--- src/rtl/register_snapshot_reader.sv ---
// Per-frame register snapshot engine: on each vblank rising edge it walks the
// CPU register file over a req/ack port, fills a shadow buffer and commits all
// registers to the display bus in a single edge.
module register_snapshot_reader #(
  parameter int unsigned NUM_REGS = 11,
  parameter int unsigned WIDTH    = 16,
  parameter int unsigned TIMEOUT  = 15
) (
  input  logic                      clk,
  input  logic                      rst,
  input  logic                      vblank,
  output logic                      rd_req,
  output logic [3:0]                rd_addr,
  input  logic                      rd_ack,
  input  logic [WIDTH-1:0]          rd_data,
  output logic [NUM_REGS*WIDTH-1:0] registers,
  output logic                      frame_done,
  output logic                      busy,
  output logic                      error
);

  localparam int unsigned BusW   = NUM_REGS * WIDTH;
  localparam int unsigned TimerW = (TIMEOUT < 2) ? 1 : $clog2(TIMEOUT + 1);
  localparam logic [3:0]  LastIdx = 4'(NUM_REGS - 1);
  // Timer counts REQ cycles already spent; the request gives up at the end of
  // the TIMEOUT-th waiting cycle unless ack arrives in that same cycle.
  localparam logic [TimerW-1:0] TimerLast = TimerW'(TIMEOUT - 1);

  typedef enum logic [1:0] {
    StIdle,
    StReq,
    StNext,
    StCommit
  } state_e;

  state_e              state_q, state_d;
  logic                vblank_dly_q, vblank_dly_d;
  logic [3:0]          idx_q, idx_d;
  logic [TimerW-1:0]   timer_q, timer_d;
  logic [BusW-1:0]     shadow_q, shadow_d;
  logic [BusW-1:0]     registers_q, registers_d;
  logic                rd_req_q, rd_req_d;
  logic                frame_done_q, frame_done_d;
  logic                busy_q, busy_d;
  logic                error_q, error_d;

  logic vblank_rise;
  logic vblank_fall;

  assign vblank_rise = vblank & ~vblank_dly_q;
  assign vblank_fall = ~vblank & vblank_dly_q;

  // Next-state logic for the snapshot walk, shadow capture and commit.
  always_comb begin
    state_d      = state_q;
    vblank_dly_d = vblank;
    idx_d        = idx_q;
    timer_d      = timer_q;
    shadow_d     = shadow_q;
    registers_d  = registers_q;
    rd_req_d     = rd_req_q;
    frame_done_d = 1'b0;
    busy_d       = busy_q;
    error_d      = error_q;

    unique case (state_q)
      StIdle: begin
        // Rising edges while busy never reach here, so they are ignored.
        if (vblank_rise) begin
          idx_d    = '0;
          rd_req_d = 1'b1;
          busy_d   = 1'b1;
          timer_d  = '0;
          state_d  = StReq;
        end
      end

      StReq: begin
        if (vblank_fall) begin
          // Abort beats a same-cycle ack: the frame is no longer consistent.
          error_d  = 1'b1;
          rd_req_d = 1'b0;
          busy_d   = 1'b0;
          state_d  = StIdle;
        end else if (rd_ack) begin
          for (int unsigned i = 0; i < NUM_REGS; i++) begin
            if (idx_q == 4'(i)) begin
              shadow_d[BusW-1-i*WIDTH -: WIDTH] = rd_data;
            end
          end
          rd_req_d = 1'b0;
          state_d  = StNext;
        end else if (timer_q == TimerLast) begin
          error_d  = 1'b1;
          rd_req_d = 1'b0;
          busy_d   = 1'b0;
          state_d  = StIdle;
        end else begin
          timer_d = timer_q + 1'b1;
        end
      end

      StNext: begin
        if (vblank_fall) begin
          error_d  = 1'b1;
          rd_req_d = 1'b0;
          busy_d   = 1'b0;
          state_d  = StIdle;
        end else if (idx_q == LastIdx) begin
          // frame_done is high for exactly the COMMIT cycle.
          frame_done_d = 1'b1;
          state_d      = StCommit;
        end else begin
          idx_d    = idx_q + 4'd1;
          rd_req_d = 1'b1;
          timer_d  = '0;
          state_d  = StReq;
        end
      end

      StCommit: begin
        registers_d = shadow_q;
        busy_d      = 1'b0;
        state_d     = StIdle;
      end

      default: begin
        state_d = StIdle;
      end
    endcase
  end

  // State and datapath registers with asynchronous active-high reset.
  always_ff @(posedge clk or posedge rst) begin
    if (rst) begin
      state_q      <= StIdle;
      vblank_dly_q <= 1'b0;
      idx_q        <= '0;
      timer_q      <= '0;
      shadow_q     <= '0;
      registers_q  <= '0;
      rd_req_q     <= 1'b0;
      frame_done_q <= 1'b0;
      busy_q       <= 1'b0;
      error_q      <= 1'b0;
    end else begin
      state_q      <= state_d;
      vblank_dly_q <= vblank_dly_d;
      idx_q        <= idx_d;
      timer_q      <= timer_d;
      shadow_q     <= shadow_d;
      registers_q  <= registers_d;
      rd_req_q     <= rd_req_d;
      frame_done_q <= frame_done_d;
      busy_q       <= busy_d;
      error_q      <= error_d;
    end
  end

  // rd_addr simply tracks the walk index; it holds while rd_req is low.
  assign rd_req     = rd_req_q;
  assign rd_addr    = idx_q;
  assign registers  = registers_q;
  assign frame_done = frame_done_q;
  assign busy       = busy_q;
  assign error      = error_q;

endmodule

--- config.mk ---
export PLATFORM = sky130hd
export DESIGN_NAME = register_snapshot_reader
export DESIGN_NICKNAME = d
export VERILOG_FILES = /design/src/rtl/register_snapshot_reader.sv
export SDC_FILE = /design/constraint.sdc
export NUM_CORES = 1
export LEC_CHECK = 0
export CORE_MARGIN = 5
export CORE_UTILIZATION = 56
export CTS_BUF_LIST = sky130_fd_sc_hd__clkbuf_4 sky130_fd_sc_hd__clkbuf_8
export CTS_CLUSTER_DIAMETER = 50
export DETAILED_ROUTE_END_ITERATION = 7
export PLACE_DENSITY = 0.82
export SETUP_SLACK_MARGIN = 0.1
export SKIP_CTS_REPAIR_TIMING = 1
export SYNTH_ARGS = -nofsm -noshare
export SYNTH_HDL_FRONTEND = slang
export SYNTH_SLANG_ARGS = --single-unit
--- constraint.sdc ---
create_clock -name clk -period 16.2 [get_ports clk]
set_input_delay 3.24 -clock clk [delete_from_list [all_inputs] [get_ports clk]]
set_output_delay 3.24 -clock clk [all_outputs]
set_load 0.005 [all_outputs]
Yosys cells after proc, flatten, opt, wreduce, memory -nomap -nowiden
Index checks and enable logic that the tools add are counted.
W data, S select, Z words.
{ "totals": {"ff_bits": 367, "input_bits": 20, "output_inout_bits": 184, "word_cells": 110} }
{ "classes": {"n_addsub": 2, "n_eq_ne": 25, "n_mux": 36, "n_bitwise": 5, "n_reduce_logical": 22} }
{ "op_table": {"columns": ["operator", "n"], "rows": [
  ["$reduce_and A4 Y1", 15],
  ["$mux W4", 8],
  ["$eq A4 B3 Y1 const B", 4],
  ["$eq A4 B4 Y1 const B", 4],
  ["$mux W1", 16],
  ["$ne A2 B2 Y1 const B", 7],
  ["$mux W2", 6],
  ["$pmux W4 S3", 1],
  ["$ne A3 B3 Y1 const B", 3],
  ["$add A4 B1 Y4 const B", 2],
  ["$eq A4 B2 Y1 const B", 2],
  ["$pmux W2 S4", 1],
  ["$pmux W4 S2", 1],
  ["$reduce_and A7 Y1", 1],
  ["$eq A2 B2 Y1 const B", 2],
  ["$eq A4 B1 Y1 const B", 1],
  ["$logic_not A4 Y1", 1],
  ["$ne A4 B4 Y1 const B", 1],
  ["$pmux W1 S4", 1],
  ["$reduce_bool A2 Y1", 2],
  ["$not A1 Y1", 3],
  ["$pmux W1 S3", 1],
  ["$reduce_bool A3 Y1", 1],
  ["$and A1 B1 Y1", 2],
  ["4 further kinds", 4]
]} }

Depth between registers and ports, before layout
{ "logic_depth": {"depth_word": 5, "depth_mapped": 7, "depth_no_buf": 6} }

Worst setup path before layout
No wires, ideal clock.
{ "synth_timing": {"kind": "input to register", "from": "input port rd_ack", "to": "register shadow_q[128]", "setup_ns": 0.125, "arrival_time_ns": 4.525, "required_time_ns": 16.075, "setup_slack_ns": 11.550, "stages": 5, "path_buffers": 2, "path_cell_list": "clkbuf_2 -> nand3_4 -> nor4b_4 -> buf_8 -> mux2_4"} }
{ "synth_between": {"elab_chain_len": 1} }
{ "synth_rtl": {"columns": ["item", "line", "rtl"], "rows": [
  ["start, declared", "14", "input logic rd_ack,"],
  ["$reduce_and A4 Y1 (no line)", null, null],
  ["end signal, assigned", "151", "shadow_q <= shadow_d;"],
  ["end, declared", "40", "logic [BusW-1:0] shadow_q, shadow_d;"]
]} }
No other way between the ends.
A chain may end at the register's enable or synchronous reset.

Final worst setup path
{ "layout_timing": {"from": "register idx_q[3] (netlist: rd_addr[3])", "to": "output port rd_addr[3]"} }
{ "layout_lines": {"columns": ["item", "line", "rtl"], "rows": [
  ["start, declared", "38", "logic [3:0] idx_q, idx_d;"],
  ["start signal, assigned", "149", "idx_q <= idx_d;"],
  ["end, declared", "13", "output logic [3:0] rd_addr,"]
]} }
No word-level cell between the ends.

==> reports/metrics.cfg <==
[sta]
maxSlewViolCount=0
hold_violations=0
period_share=0.320
setup_viol=0
fmax_mhz=193
setup_ws_ns=11.01
period_needed_ns=5.19
relSlewSlack=0.277
setup_tns_ns=0
rsz0062_at_grt=false
clock_skew_ns=0.0171
tightestPinTransition_ns=1.08

[detailed_routing]
drc=0
dr_wl_met3_mm=1.52
top_layer_used=met4
final_antenna_net_count=0
wl_met1_mm=13.1
via_per_inst=5.45
drt-total-wl_mm=30.1
wl_per_cell_um=20.8
vias=7891
met2_length_mm=15.0
drt_iter0_markers=400
dr.pass1.iters=5

[worst_setup_path]
critPathKind=flop to primary output
path_max_fanout=13
worstPathRequired_ns=12.96
cp_slowest_cell=dfrtp_1
worst_setup_path_end_kind=primary output
cp.depth=1
r2r_cells=5
cp-start-kind=flop
critPathMaxStageDelay_ns=0.75
arrival_ns=1.95
cp_top_family=flip-flops
crit_buf_inv=1
crit_chain=clkdlybuf4s50_1

[grt]
grt_max_degree=200
grt_pass1_vias=8403
grt-ovfl-total=0
antenna_found_initial=0
grt_pass1_wl_mm=48.1
grt_usage=0.211

[floorplanning]
coreArea_sq_um=25200
die_x_um=170
start_util=0.567
num_io_pins=204
dieArea_sq_um=28800
rows=58
chipHeight_um=170

[synthesis]
yosys-top-cells-area=dfrtp_1 64%, mux2_2 25%, mux2_4 4.2%
yosys.area.top_type=dfrtp_1
synth.distinct_cells=45
synth_area_sq_um=14300
synth_warnings=0
synth_top_area_share=0.643
ys_seq_area_frac=0.643
ys_ff_latch=367
syn_area_per_cell_sq_um=16.5
netlist_instances=867
syn_nets=893
yosys_most_used_dff=dfrtp_1
async_flop_share=1.00
synth_edf_count=0

[finish]
num_antenna_cells=0
areaGrowthSynthToFinish_pct=24.1
drive_above_1_share=0.422
layout_common_cells=367 x dfrtp_1, 312 x mux2_2, 203 x clkdlybuf4s50_1, 73 x clkbuf_8, 40 x mux2_4
layout.cells.most_common=dfrtp_1
final_nets=1107

[power]
vdd_drop_max_mv=0.0904
power_density_nw_per_um2=147
leakage_nw=8.65
finalPower_mw=2.61

[clock_tree]
h-tree-depth=2
cts_buffer_depth=3
path_clk_slew_ns=0.06
cts_tree=built
cts_buffers=56
cts_root_buffer=clkbuf_8
cts.sinks=367
insertion_delay_ns=0.57

[placement]
dp_hpwl_mm=19.3
place_congestion=0.798
place_ws_ns=10.58
numPortBuffers=203

[flow_run]
max-cap-violations=0

[worst_hold_path]
hold_depth=1
min_path_type=flop to flop

[status]
status=finished, final reports clean

==> routing by layer <==
layer | global-route usage | vias to the layer above
met5 | 0 | -
met4 | 0.0564 | 0
met3 | 0.0382 | 44
met2 | 0.351 | 207
met1 | 0.291 | 4138
li1 | - | 3502
==> synthesized netlist by cell type, types with 2 or more instances <==
cell type  number
nor4_1          2
nor3_1          3
o22ai_1         4
mux2_2        312
dfrtp_1       367
a211o_1         2
o31ai_1         2
mux2_4         40
mux2i_1         2
nand2b_1        3
nand3_1         5
buf_4           4
buf_1           3
clkbuf_1       20
nor2b_1         4
nand3b_1        3
buf_8           4
ha_1            6
inv_1           6
nor2_2          3
a21oi_1         7
o21ai_0         4
nor2_1          4
nor4b_4         4
nand2_1         8
buf_2          23
nand2_2         4
==> through the flow <==
stage                     utilization  hold slack, ns  std cells  cell area, sq um
after floorplan                     -           0.461        867             14300
after global placement          0.656           0.480       1353             16500
after detailed placement        0.656           0.477       1353             16500
after CTS                       0.704           0.499       1448             17700
after global routing            0.704           0.507       1448             17700
final                           0.704           0.496       1448             17700
==> path summary, 6_finish.rpt <==
check	start	to	slack, ns
worst min register to register	shadow_q[49]$_DFFE_PP0P_	registers[49]$_DFFE_PP0N_	0.50
worst max-delay path	rd_addr[3]$_DFFE_PP0P_	rd_addr[3]	11.01
max in group asynchronous	rst	shadow_q[144]$_DFFE_PP0P_	11.54
min in group asynchronous	rst	registers[103]$_DFFE_PP0N_	3.15
worst min-delay path	shadow_q[49]$_DFFE_PP0P_	registers[49]$_DFFE_PP0N_	0.50
worst max register to register	rd_addr[0]$_DFFE_PP0P_	shadow_q[6]$_DFFE_PP0P_	13.69
==> sequential cells by signal, summed over array words and instances (netlist names) <==
name          count
rd_req            1
registers       176
shadow_q        176
frame_done        1
timer_q           4
vblank_dly_q      1
state_q           2
rd_addr           4
error             1
busy              1
==> report_power, final <==
group          internal, mW  leakage, nW  switching (mW)  total (mW)
logic                 0.372         3.03           0.169       0.541
clock network         0.466        0.642           0.331       0.797
registers              1.13         4.97           0.139        1.27
total                  1.97         8.65           0.639        2.61
==> cell families (layout without fill, tap and decap cells) <==
group                      Yosys count  in the layout  synth area share
buffers and inverters               61            312            0.0223
AOI/OAI and AO/OA                   24             24            0.0106
muxes                              354            354             0.289
and+or+nand+nor                     55             55            0.0293
adders and majority gates            6              6           0.00526
DFF                                367            367             0.643
==> layout make-up <==
class	count	area (sq um)
timing repair buffer	211	2100
clock inverter	7	88.8
inverter	6	30.0
clock buffer	88	1120
tap	330	413
sequential	367	9180
fill	1611	7460
multi-input combinational	439	4790
No activity file was read; power rests on OpenSTA's default activity.
